<file path="config.mk">
export PLATFORM = sky130hd
export DESIGN_NAME = cdc_req_ack_tx
export DESIGN_NICKNAME = d
export VERILOG_FILES = /design/src/rtl/cdc_pkg.sv /design/src/rtl/cdc_req_ack_tx_synch_ff.sv /design/src/rtl/cdc_req_ack_tx.sv
export SDC_FILE = /design/constraint.sdc
export NUM_CORES = 1
export LEC_CHECK = 0
export CAP_MARGIN = 20
export CORE_MARGIN = 1.5
export CORE_UTILIZATION = 50
export CTS_CLUSTER_DIAMETER = 120
export DETAILED_ROUTE_END_ITERATION = 7
export PLACE_DENSITY = 0.78
export SLEW_MARGIN = 20
export SYNTH_ARGS = -nofsm -noshare
export SYNTH_HDL_FRONTEND = slang
export SYNTH_SLANG_ARGS = --single-unit
</file>
<file path="constraint.sdc">
create_clock -name i_clk -period 2.5 [get_ports i_clk]
set_input_delay 0.25 -clock i_clk [delete_from_list [all_inputs] [get_ports i_clk]]
set_output_delay 0.25 -clock i_clk [all_outputs]
set_load 0.01 [all_outputs]
</file>
<file path="src/rtl/cdc_pkg.sv">
// Shared definitions for the two-phase req/ack crossing source controller.
package cdc_pkg;

    // Controller states
    typedef enum logic [2:0] {
        FLUSH = 3'd0,
        IDLE  = 3'd1,
        SETUP = 3'd2,
        WAIT  = 3'd3,
        ERROR = 3'd4
    } state_t;

    // Depth of the ack synchroniser; FLUSH lasts this many cycles so the
    // synchroniser is fully refilled before its output is trusted.
    localparam int FLUSH_CYCLES = 2;

endpackage

</file>
<file path="src/rtl/cdc_req_ack_tx_synch_ff.sv">
// Plain multi-stage flop synchroniser for signals arriving from another clock
// domain. Deliberately has no reset: the owner flushes it by waiting.
module synch_ff #(
    parameter int WIDTH  = 1,
    parameter int STAGES = 2
) (
    input  logic             i_clk,
    input  logic [WIDTH-1:0] i_d,
    output logic [WIDTH-1:0] o_q
);

    logic [WIDTH-1:0] stage_r [STAGES];

    // Shift the asynchronous input through the synchroniser chain
    always_ff @(posedge i_clk) begin
        stage_r[0] <= i_d;
        for (int i = 1; i < STAGES; i++) begin
            stage_r[i] <= stage_r[i-1];
        end
    end

    assign o_q = stage_r[STAGES-1];

endmodule

</file>
<file path="src/rtl/cdc_req_ack_tx.sv">
// Source side of a bundled-data clock-domain crossing. Holds each accepted
// word on the crossing bus, toggles req, and waits for the far side's ack
// toggle (seen through a synchroniser) before accepting the next word.
module cdc_req_ack_tx
    import cdc_pkg::*;
#(
    parameter int WIDTH   = 8,
    parameter int TIMEOUT = 1024,
    parameter int CNT_W   = 16
) (
    input  logic             i_clk,
    input  logic             i_rst,
    input  logic             i_valid,
    input  logic [WIDTH-1:0] i_data,
    output logic             o_ready,
    output logic [WIDTH-1:0] o_xfer_data,
    output logic             o_xfer_req,
    input  logic             i_xfer_ack,
    output logic             o_done,
    output logic             o_timeout,
    input  logic             i_clr_err,
    output logic [CNT_W-1:0] o_xfer_cnt
);

    localparam int TW = ($clog2(TIMEOUT) > 1) ? $clog2(TIMEOUT) : 1;
    localparam int FW = ($clog2(FLUSH_CYCLES) > 1) ? $clog2(FLUSH_CYCLES) : 1;
    localparam logic [TW-1:0] TIMER_LAST = TW'(TIMEOUT - 1);
    localparam logic [FW-1:0] FLUSH_LAST = FW'(FLUSH_CYCLES - 1);
    localparam bit            TO_EN      = (TIMEOUT != 0);

    state_t           state_r,     state_nx_s;
    logic [FW-1:0]    flush_cnt_r, flush_cnt_nx_s;
    logic [TW-1:0]    timer_r,     timer_nx_s;
    logic             req_r,       req_nx_s;
    logic [WIDTH-1:0] data_r,      data_nx_s;
    logic             done_r,      done_nx_s;
    logic             timeout_r,   timeout_nx_s;
    logic [CNT_W-1:0] cnt_r,       cnt_nx_s;
    logic             ready_r,     ready_nx_s;
    logic             ack_s;

    synch_ff #(
        .WIDTH  (1),
        .STAGES (FLUSH_CYCLES)
    ) u_ack_sync (
        .i_clk (i_clk),
        .i_d   (i_xfer_ack),
        .o_q   (ack_s)
    );

    // Next-state and next-output decode for the handshake controller
    always_comb begin
        state_nx_s     = state_r;
        flush_cnt_nx_s = flush_cnt_r;
        timer_nx_s     = timer_r;
        req_nx_s       = req_r;
        data_nx_s      = data_r;
        done_nx_s      = 1'b0;
        timeout_nx_s   = timeout_r;
        cnt_nx_s       = cnt_r;
        case (state_r)
            FLUSH: begin
                if (flush_cnt_r == FLUSH_LAST) begin
                    // Align req to whatever phase the far side currently holds
                    req_nx_s       = ack_s;
                    flush_cnt_nx_s = '0;
                    state_nx_s     = IDLE;
                end else begin
                    flush_cnt_nx_s = flush_cnt_r + FW'(1);
                end
            end
            IDLE: begin
                if (i_valid) begin
                    data_nx_s  = i_data;
                    state_nx_s = SETUP;
                end else begin
                    state_nx_s = IDLE;
                end
            end
            SETUP: begin
                // Data has now been stable for a cycle; move req
                req_nx_s   = ~req_r;
                timer_nx_s = '0;
                state_nx_s = WAIT;
            end
            WAIT: begin
                if (ack_s == req_r) begin
                    done_nx_s  = 1'b1;
                    cnt_nx_s   = cnt_r + CNT_W'(1);
                    state_nx_s = IDLE;
                end else if (TO_EN && (timer_r == TIMER_LAST)) begin
                    timeout_nx_s = 1'b1;
                    state_nx_s   = ERROR;
                end else if (TO_EN) begin
                    timer_nx_s = timer_r + TW'(1);
                end else begin
                    timer_nx_s = timer_r;
                end
            end
            ERROR: begin
                if (i_clr_err) begin
                    // Abandon the transfer and realign to the far side's phase
                    timeout_nx_s = 1'b0;
                    req_nx_s     = ack_s;
                    state_nx_s   = IDLE;
                end else begin
                    timeout_nx_s = 1'b1;
                end
            end
            default: begin
                state_nx_s = FLUSH;
            end
        endcase
        ready_nx_s = (state_nx_s == IDLE);
    end

    // State and output registers with synchronous reset
    always_ff @(posedge i_clk) begin
        if (i_rst) begin
            state_r     <= FLUSH;
            flush_cnt_r <= '0;
            timer_r     <= '0;
            req_r       <= 1'b0;
            data_r      <= '0;
            done_r      <= 1'b0;
            timeout_r   <= 1'b0;
            cnt_r       <= '0;
            ready_r     <= 1'b0;
        end else begin
            state_r     <= state_nx_s;
            flush_cnt_r <= flush_cnt_nx_s;
            timer_r     <= timer_nx_s;
            req_r       <= req_nx_s;
            data_r      <= data_nx_s;
            done_r      <= done_nx_s;
            timeout_r   <= timeout_nx_s;
            cnt_r       <= cnt_nx_s;
            ready_r     <= ready_nx_s;
        end
    end

    assign o_ready     = ready_r;
    assign o_xfer_data = data_r;
    assign o_xfer_req  = req_r;
    assign o_done      = done_r;
    assign o_timeout   = timeout_r;
    assign o_xfer_cnt  = cnt_r;

endmodule

</file>
### Word level (Yosys, flattened, before mapping)

Memory sizes are Yosys's and may differ from the RTL's.
Cells that the tools add are included.

* divide/modulo/power cells: 0
* add/subtract/negate cells: 3
* shift operators: 0
* reduce and logical (&&, ||, !) cells: 10
* $mul: 0
* muxes and demuxes: 18
* eq/ne operators: 12
* $lt $le $gt $ge: 0
* bitwise gates (word level): 2

Operators with widths (count)
* $mux W10: 2
* $pmux W10 S2: 1
* $add A16 B1 Y16 const B: 1
* $pmux W3 S5: 1
* $mux W3: 4
* $add A10 B1 Y10 const B: 1
* $eq A10 B10 Y1 const B: 1
* $ne A2 B2 Y1 const B: 5
* $reduce_and A3 Y1: 3
* $mux W1: 7
* $eq A3 B1 Y1 const B: 2
* $eq A3 B2 Y1 const B: 2
* $reduce_and A2 Y1: 2
* $reduce_bool A2 Y1: 2
* $eq A3 B3 Y1 const B: 1
* $logic_not A3 Y1: 1
* $pmux W1 S3: 1
* $reduce_bool A3 Y1: 1
* $mux W2: 1
* $not A1 Y1: 2
* $pmux W1 S2: 1
* $reduce_or A2 Y1: 1
* $add A1 B1 Y1 const B: 1
* $eq A1 B1 Y1: 1

* input port bits: 13
* word-level logic and storage cells: 55
* output and inout port bits: 28
* flip-flop bits (word level): 42
* ROM bits: 0
* latch bits: 0
* RAM bits: 2
* memories: 1

Memory list
* u_ack_sync.stage_r: depth 2, width 1, rd ports 2, clocked after Yosys merged registers in 0, write ports 2, RTL line cdc_req_ack_tx_synch_ff.sv:12 `logic [WIDTH-1:0] stage_r [STAGES];`

### Depth between registers and ports, before layout

Gate-level depths: netlist (run 1).

* depth after elaboration: 5
* depth in mapped cells: 6
* mapped depth without buffers: 5

### Modules after synthesis

From an unflattened synthesis (run 1), not the netlist that was laid out.

* cells, all modules: 220
* area, all modules: 1930.6 um^2

Modules (own cells, without submodules)
* cdc_req_ack_tx: cells an instance 218, times used 1, seq. area each 840.8 um^2, area an instance 1890.6 um^2
* synch_ff: cells an instance 2, times used 1, seq. area each 40.0 um^2, area an instance 40.0 um^2

### Worst setup path before layout (run 1)

Ideal clock, no wire load.

* path type: reg-to-reg
* start: reg cnt_r[3] (netlist: o_xfer_cnt[3])
* end: reg cnt_r[15] (netlist: o_xfer_cnt[15])
* data arrival time: 1862 ps
* required time: 2429 ps
* clock period less this slack: 1933 ps
* path buffers: 1
* stages on the path, launching flop included: 6
* library setup time: 71 ps
* path slack: 567 ps
* cells stage by stage: dfxtp_1 nand4_2 or4_1 buf_2 or4_1 a21oi_1

* longest elaborated chain between the ends: 1

RTL lines
* start, declared: RTL line cdc_req_ack_tx.sv:38 `logic [CNT_W-1:0] cnt_r, cnt_nx_s;`
* start signal, assigned: RTL line cdc_req_ack_tx.sv:137 `cnt_r <= cnt_nx_s;`
* $add A16 B1 Y16: RTL line cdc_req_ack_tx.sv:89 `cnt_nx_s = cnt_r + CNT_W'(1);`

Every way passes these cells.
A chain may end at the register's enable or synchronous reset.

### Worst setup path in the final report (run 1)

* start: reg state_r[1]
* end: reg cnt_r[15] (netlist: o_xfer_cnt[15])

* longest elaborated chain between the ends: 2

RTL lines
* start, declared: RTL line cdc_req_ack_tx.sv:31 `state_t state_r, state_nx_s;`
* start signal, assigned: RTL line cdc_req_ack_tx.sv:130 `state_r <= state_nx_s;`
* $eq A3 B2 Y1: RTL line cdc_req_ack_tx.sv:61 `case (state_r)`
* $reduce_and A2 Y1 (no line)

Every way passes these cells.

==> impl_metrics.csv, run 1 <==
group,metric,value,unit
outcome,status,"finished, final reports clean",
yosys,synth-edff-count,0,
yosys,yosysSeqAreaShare,0.438,
sta,post-route-min-period,2200,ps
setup_path,startpoint_type,"register",
floorplanning,io_pins,41,
pwr,p_switching,0.510,mW
hold_path,hold_class,"reg2reg",
drt,dr.pass1.iters,4,
yosys,yosys-top-cells-area,"dfxtp_1 44%, a21oi_1 8.0%, nand2_1 5.4%, or4_1 4.5%, o31ai_1 3.7%",
setup_path,endpoint_kind,"register",
grt,antenna_found_initial,0,
placement,hpwl,3.03,mm
setup_path,critical_path_required,2730,ps
placement,port_buffers,40,
grt,grt_pass1_vias,1661,
pwr,p_sw_frac,0.309,
cells_and_area,drive_gt1_frac,0.0704,
grt,track_usage,0.215,
pwr,finalPower,1.65,mW
pwr,ir_drop,0.633,mV
sta,slew_headroom,0.564,
yosys,async_reset_ff_frac,0,
cells_and_area,area_delta_synth_final,27.5,%
yosys,ys_warn_count,0,
yosys,yosys_register_bits,44,
sta,slew_violations,0,
sta,rsz0062_at_grt,"false",
grt,grt_pass1_wl,7.37,mm
yosys,synth.net_count,256,
clocking,clock_latency,300,ps
yosys,syn_inst,241,
drt,vias,1862,
clocking,cts.sinks,44,
clocking,cts.htree.levels,2,
clocking,clk_path_buf_depth,2,
yosys,syn_area_per_cell,8.35,um2
yosys,yosysTopAreaCell,"dfxtp_1",
floorplanning,num_rows,22,
drt,postRouteAntennaNets,0,
clocking,tritoncts,"built",
sta,setup_violations,0,
yosys,yosysUniqueCellTypes,40,
grt,met2_usage,0.343,
setup_path,reg2reg_to,"o_xfer_cnt[15]$_SDFFE_PP0P_",
grt,grt_max_degree,20,
clocking,cts.repair.resized,0,
drt,avgViaCountPerCell,5.61,
floorplanning,core-area,3770,um2
clocking,ctsRootBufferMaster,"clkbuf_8",
sta,fmax,0.454,GHz
sta,tns,0,ps
pwr,power-per-cell-area,644,nW/um2
pwr,pwr-share-clk,0.268,
floorplanning,die-width,66.5,um
clocking,clk_pin_slew_worst_paths,80,ps
setup_path,crit_path_end,"o_xfer_cnt[15]$_SDFFE_PP0P_",
drt,routedWlPerCell,12.6,um
setup_path,r2r_start,"state_r[1]$_SDFF_PP0_",
grt,use_met1,0.273,
setup_path,ff2ff_path_depth,4,
drt,routed_wl,4.18,mm
sta,worst_slew_pin_slew,652,ps
pwr,combPwrFrac,0.249,
pwr,seqPwrFrac,0.483,
placement,dp_cells,324,
yosys,yosysTopAreaCellShare,0.438,
grt,use_met3,0.0709,
sta,fin_skew,2.73,ps
cells_and_area,fill_cells,324,
sta,setup_slack,297,ps
setup_path,worstSetupStartpoint,"state_r[1]$_SDFF_PP0_",
clocking,cts_setup_buffers,0,
yosys,synth_ff_type,"dfxtp_1",
clocking,cts-buffers-inserted,5,
yosys,syn_area,2010,um2
job,cap_viol_max_count,0,
sta,period_share,0.881,
floorplanning,dieArea,4420,um2
cells_and_area,nets,298,
setup_path,critPathMaxFanout,13,
floorplanning,fp.dieH,66.5,um
setup_path,r2r_slack,300,ps
setup_path,crit_arrival,2440,ps
clocking,cts_hold_buf,0,
drt,drtIter0Drc,76,
sta,final-hold-violation-count,0,
pwr,p_leak,0.868,nW
grt,grt-busiest-layer,"met2",
cells_and_area,antenna_cells,0,
grt,grt.overflow.total,0,
placement,gp_congestion,0.813,
cells_and_area,fin_cells,332,
drt,drc,0,
setup_path,worstSetupPathType,"reg2reg",
pwr,internal_power,1.14,mW
floorplanning,start_util,0.534,
placement,pre_cts_ws,324,ps
[worst min-delay path by stage]
stage,cells after the start,endpoint,slack [ps],start
final,0,u_ack_sync.stage_r[0][1]$_DFF_P_,340,u_ack_sync.stage_r[0][0]$_DFF_P_
after global routing,0,u_ack_sync.stage_r[0][1]$_DFF_P_,340,u_ack_sync.stage_r[0][0]$_DFF_P_
after CTS,0,u_ack_sync.stage_r[0][1]$_DFF_P_,330,u_ack_sync.stage_r[0][0]$_DFF_P_
after detailed placement,0,u_ack_sync.stage_r[0][1]$_DFF_P_,310,u_ack_sync.stage_r[0][0]$_DFF_P_
after global placement,0,u_ack_sync.stage_r[0][1]$_DFF_P_,310,u_ack_sync.stage_r[0][0]$_DFF_P_
after floorplan,0,u_ack_sync.stage_r[0][0]$_DFF_P_,280,i_xfer_ack
[kinds of logic (layout without fill, tap and decap cells)]
family | Yosys count | in the layout | share of synthesized area
flops | 44 | 44 | 0.438
xor+xnor | 8 | 8 | 0.0348
buf+inv | 19 | 62 | 0.0367
compound gates | 65 | 65 | 0.190
fa+ha+maj | 2 | 2 | 0.0124
mux | 3 | 3 | 0.0149
simple gates | 100 | 100 | 0.274
[state kept, by name, indices dropped and copies added, names as in the netlist]
register and flops:
flush_cnt_r 1, o_done 1, o_ready 1, o_timeout 1
o_xfer_cnt 16, o_xfer_data 8, o_xfer_req 1, state_r 3
timer_r 10, u_ack_sync.stage_r 2
[power by group through the flow]
stage                     registers, mW  logic [mW]  clock network (mW)
after floorplan                   0.821       0.250                   0
after global placement            0.811       0.403                   0
final                             0.798       0.412               0.442
after detailed placement          0.814       0.409                   0
after global routing              0.804       0.459               0.490
after CTS                         0.798       0.412               0.453
[cell type report]
| cell class | count | area, um2 | area share |
|---|---|---|---|
| clock buffer | 5 | 68.8 | 0.0268 |
| multi-input combinational | 178 | 1060 | 0.412 |
| timing repair buffer | 47 | 453 | 0.176 |
| tap | 48 | 60.1 | 0.0234 |
| clock inverter | 3 | 18.8 | 0.00731 |
| sequential | 44 | 881 | 0.343 |
| inverter | 7 | 26.3 | 0.0102 |
[routing by layer]
layer,vias to the layer above,part of all wire,wire length (um)
li1,968,-,-
met1,841,0.47,1980
met2,47,0.45,1870
met3,6,0.063,263
met4,0,0.014,57
met5,-,0,0
[cell usage after synthesis, types with 3 or more instances]
cell type / number
a21oi_1: 32
inv_1: 7
nand2_1: 29
nand3_1: 10
xnor2_1: 6
nor2_1: 13
nor3_1: 6
o21ai_0: 12
or2_2: 3
o31ai_1: 10
mux2i_1: 3
clkbuf_1: 10
or4_1: 12
dfxtp_1: 44
or3_1: 8
nand4_1: 5
[worst max-delay path, cell delays in order (launching register included)]
cell	delay (ps)
dfxtp_1	570
nand3b_4	180
or4_1	710
or4_1	530
a21oi_1	150
[stage by stage]
| stage | util | hold slack (ps) | area [um2] |
|---|---|---|---|
| after global placement | 0.657 | 312 | 2480 |
| after CTS | 0.680 | 333 | 2570 |
| final | 0.680 | 336 | 2570 |
| after floorplan | - | 278 | 2010 |
| after global routing | 0.680 | 344 | 2570 |
| after detailed placement | 0.657 | 313 | 2480 |
[cell usage in the layout (no fill, tap or decap), drive strengths merged, types with 2 or more instances in the layout]
| master | count |
|---|---|
| o21ai | 13 |
| nand2 | 29 |
| clkinv | 3 |
| or2 | 3 |
| dfxtp | 44 |
| mux2i | 3 |
| and4 | 2 |
| xor2 | 2 |
| nor2 | 13 |
| nor2b | 2 |
| a21oi | 32 |
| clkbuf | 5 |
| or4 | 12 |
| nor3 | 6 |
| inv | 7 |
| o31ai | 10 |
| xnor2 | 6 |
| ha | 2 |
| buf | 7 |
| nand3 | 10 |
| or3 | 8 |
| nand4 | 6 |
| clkdlybuf4s50 | 40 |
| nor3b | 2 |
| a211oi | 2 |
Note: power is estimated with default switching activity, not from simulation.
==> run 2: changes to the inputs <==
Settings changed: CAP_MARGIN 20 to not set.
==> results of run 2 <==
No change in the layout: final DEF, timing and power equal those of run 1.
==> run 3: changes to the inputs <==
Settings changed: MAX_ROUTING_LAYER set to met4.
==> run 3 against run 2 <==
Sequential power about the same. Largest cell class unchanged. Combinational power about the same. Global-route usage is 0.68 points higher. Highest routed layer unchanged. Clock power hardly changed.
==> impl_metrics.csv, run 3 (synthesis gave the netlist of run 1 again) <==
group,metric,value,unit
pwr,ir_drop,0.633,mV
cells_and_area,drive_gt1_frac,0.0704,
clocking,cts_setup_buffers,0,
cells_and_area,fin_area,2570,um2
drt,route.met3.wl,180,um
floorplanning,num_rows,22,
grt,track_usage,0.222,
grt,grt.overflow.total,0,
floorplanning,fp.dieH,66.5,um
cells_and_area,fin_cells,332,
sta,slew_headroom,0.565,
clocking,cts.htree.levels,2,
pwr,finalPower,1.65,mW
placement,dp_cells,324,
setup_path,critPathMaxFanout,13,
placement,hpwl,3.03,mm
drt,top_layer,"met4",
floorplanning,io_pins,41,
setup_path,crit_arrival,2430,ps
sta,rsz0062_at_grt,"false",
pwr,p_switching,0.510,mW
setup_path,critPathSlowestCell,"or4_1",
setup_path,slowest_delay,710,ps
clocking,cts.repair.resized,0,
cells_and_area,largest_reg_flops,16,
drt,dr.pass1.iters,4,
outcome,status,"finished, final reports clean",
grt,grt_max_degree,20,
drt,wl_met1,2.04,mm
setup_path,cp_top_family,"simple AND/OR/NAND/NOR gates",
drt,routed_wl,4.16,mm
pwr,combPwrFrac,0.249,
setup_path,critical_path_required,2730,ps
sta,worst_slew_pin_slew,651,ps
sta,setup_violations,0,
floorplanning,core-area,3770,um2
sta,fin_skew,2.17,ps
pwr,pwr-share-clk,0.268,
setup_path,worst_path_most_repeated_cell,"or4_1",
grt,antenna_found_initial,0,
drt,vias,1845,
hold_path,hold_class,"reg2reg",
setup_path,worstPathCellList,"nand3b_4 -> or4_1 -> or4_1 -> a21oi_1",
clocking,cts_hold_buf,0,
setup_path,endpoint_kind,"register",
job,cap_viol_max_count,0,
drt,drc,0,
setup_path,crit_buf_inv,0,
drt,dr_wl_met2,1.88,mm
sta,timing.hold.ws,334,ps
sta,post-route-min-period,2200,ps
drt,postRouteAntennaNets,0,
sta,setup_slack,301,ps
placement,port_buffers,40,
pwr,internal_power,1.14,mW
cells_and_area,layout_commonest_cell,"dfxtp_1",
cells_and_area,fill_cells,324,
pwr,p_sw_frac,0.309,
clocking,clk_pin_slew_worst_paths,80,ps
drt,avgViaCountPerCell,5.56,
pwr,seqPwrFrac,0.483,
cells_and_area,nets,298,
setup_path,startpoint_type,"register",
pwr,p_leak,0.868,nW
clocking,ctsRootBufferMaster,"clkbuf_8",
drt,routedWlPerCell,12.5,um
grt,grt_pass1_vias,1654,
floorplanning,dieArea,4420,um2
drt,drtIter0Drc,78,
sta,fmax,0.455,GHz
sta,final-hold-violation-count,0,
cells_and_area,antenna_cells,0,
placement,postPlaceCellArea,2480,um2
cells_and_area,final_util,0.680,
cells_and_area,area_delta_synth_final,27.5,%
sta,period_share,0.879,
placement,gp_congestion,0.825,
grt,grt_pass1_wl,7.40,mm
cells_and_area,mostFrequentLayoutCells,"44 x dfxtp_1, 40 x clkdlybuf4s50_1, 32 x a21oi_1",
pwr,power-per-cell-area,644,nW/um2
sta,tns,0,ps
clocking,clock_latency,300,ps
clocking,tritoncts,"built",
clocking,clk_path_buf_depth,2,
sta,slew_violations,0,
setup_path,worstSetupPathType,"reg2reg",
placement,pre_cts_ws,324,ps
floorplanning,die-width,66.5,um
clocking,cts.sinks,44,
floorplanning,start_util,0.534,
clocking,cts-buffers-inserted,5,
## run 3: cell counts in the layout (fill, tap and decap cells not counted)
Identical to the previous run, type by type.
## run 3: metal layers
metal,up-vias,track usage
li1,967,-
met1,834,0.286
met2,38,0.341
met3,6,0.0574
met4,0,0.0740
met5,-,-
## run 3: worst paths after layout
path	startpoint	end	slack (ps)	cells after the start
setup / recovery	state_r[1]$_SDFF_PP0_	o_xfer_cnt[15]$_SDFFE_PP0P_	300	4
hold / removal	u_ack_sync.stage_r[0][0]$_DFF_P_	u_ack_sync.stage_r[0][1]$_DFF_P_	330	0
setup reg to reg	state_r[1]$_SDFF_PP0_	o_xfer_cnt[15]$_SDFFE_PP0P_	300	4
hold reg to reg	u_ack_sync.stage_r[0][0]$_DFF_P_	u_ack_sync.stage_r[0][1]$_DFF_P_	330	0
## run 3: power by group through the flow
stage,sequential [mW],clock [mW],combinational (mW)
2_1_floorplan,0.821,0,0.250
3_3_place_gp,0.811,0,0.403
3_5_place_dp,0.814,0,0.409
4_1_cts,0.798,0.453,0.412
5_1_grt,0.804,0.492,0.459
6_report,0.797,0.443,0.412
## run 3: layout make-up
| type | count | area, um2 | area share |
|---|---|---|---|
| clock buffer | 5 | 68.8 | 0.0268 |
| timing repair buffer | 47 | 453 | 0.176 |
| clock inverter | 3 | 18.8 | 0.00731 |
| tap | 48 | 60.1 | 0.0234 |
| sequential | 44 | 881 | 0.343 |
| inverter | 7 | 26.3 | 0.0102 |
| multi-input combinational | 178 | 1060 | 0.412 |
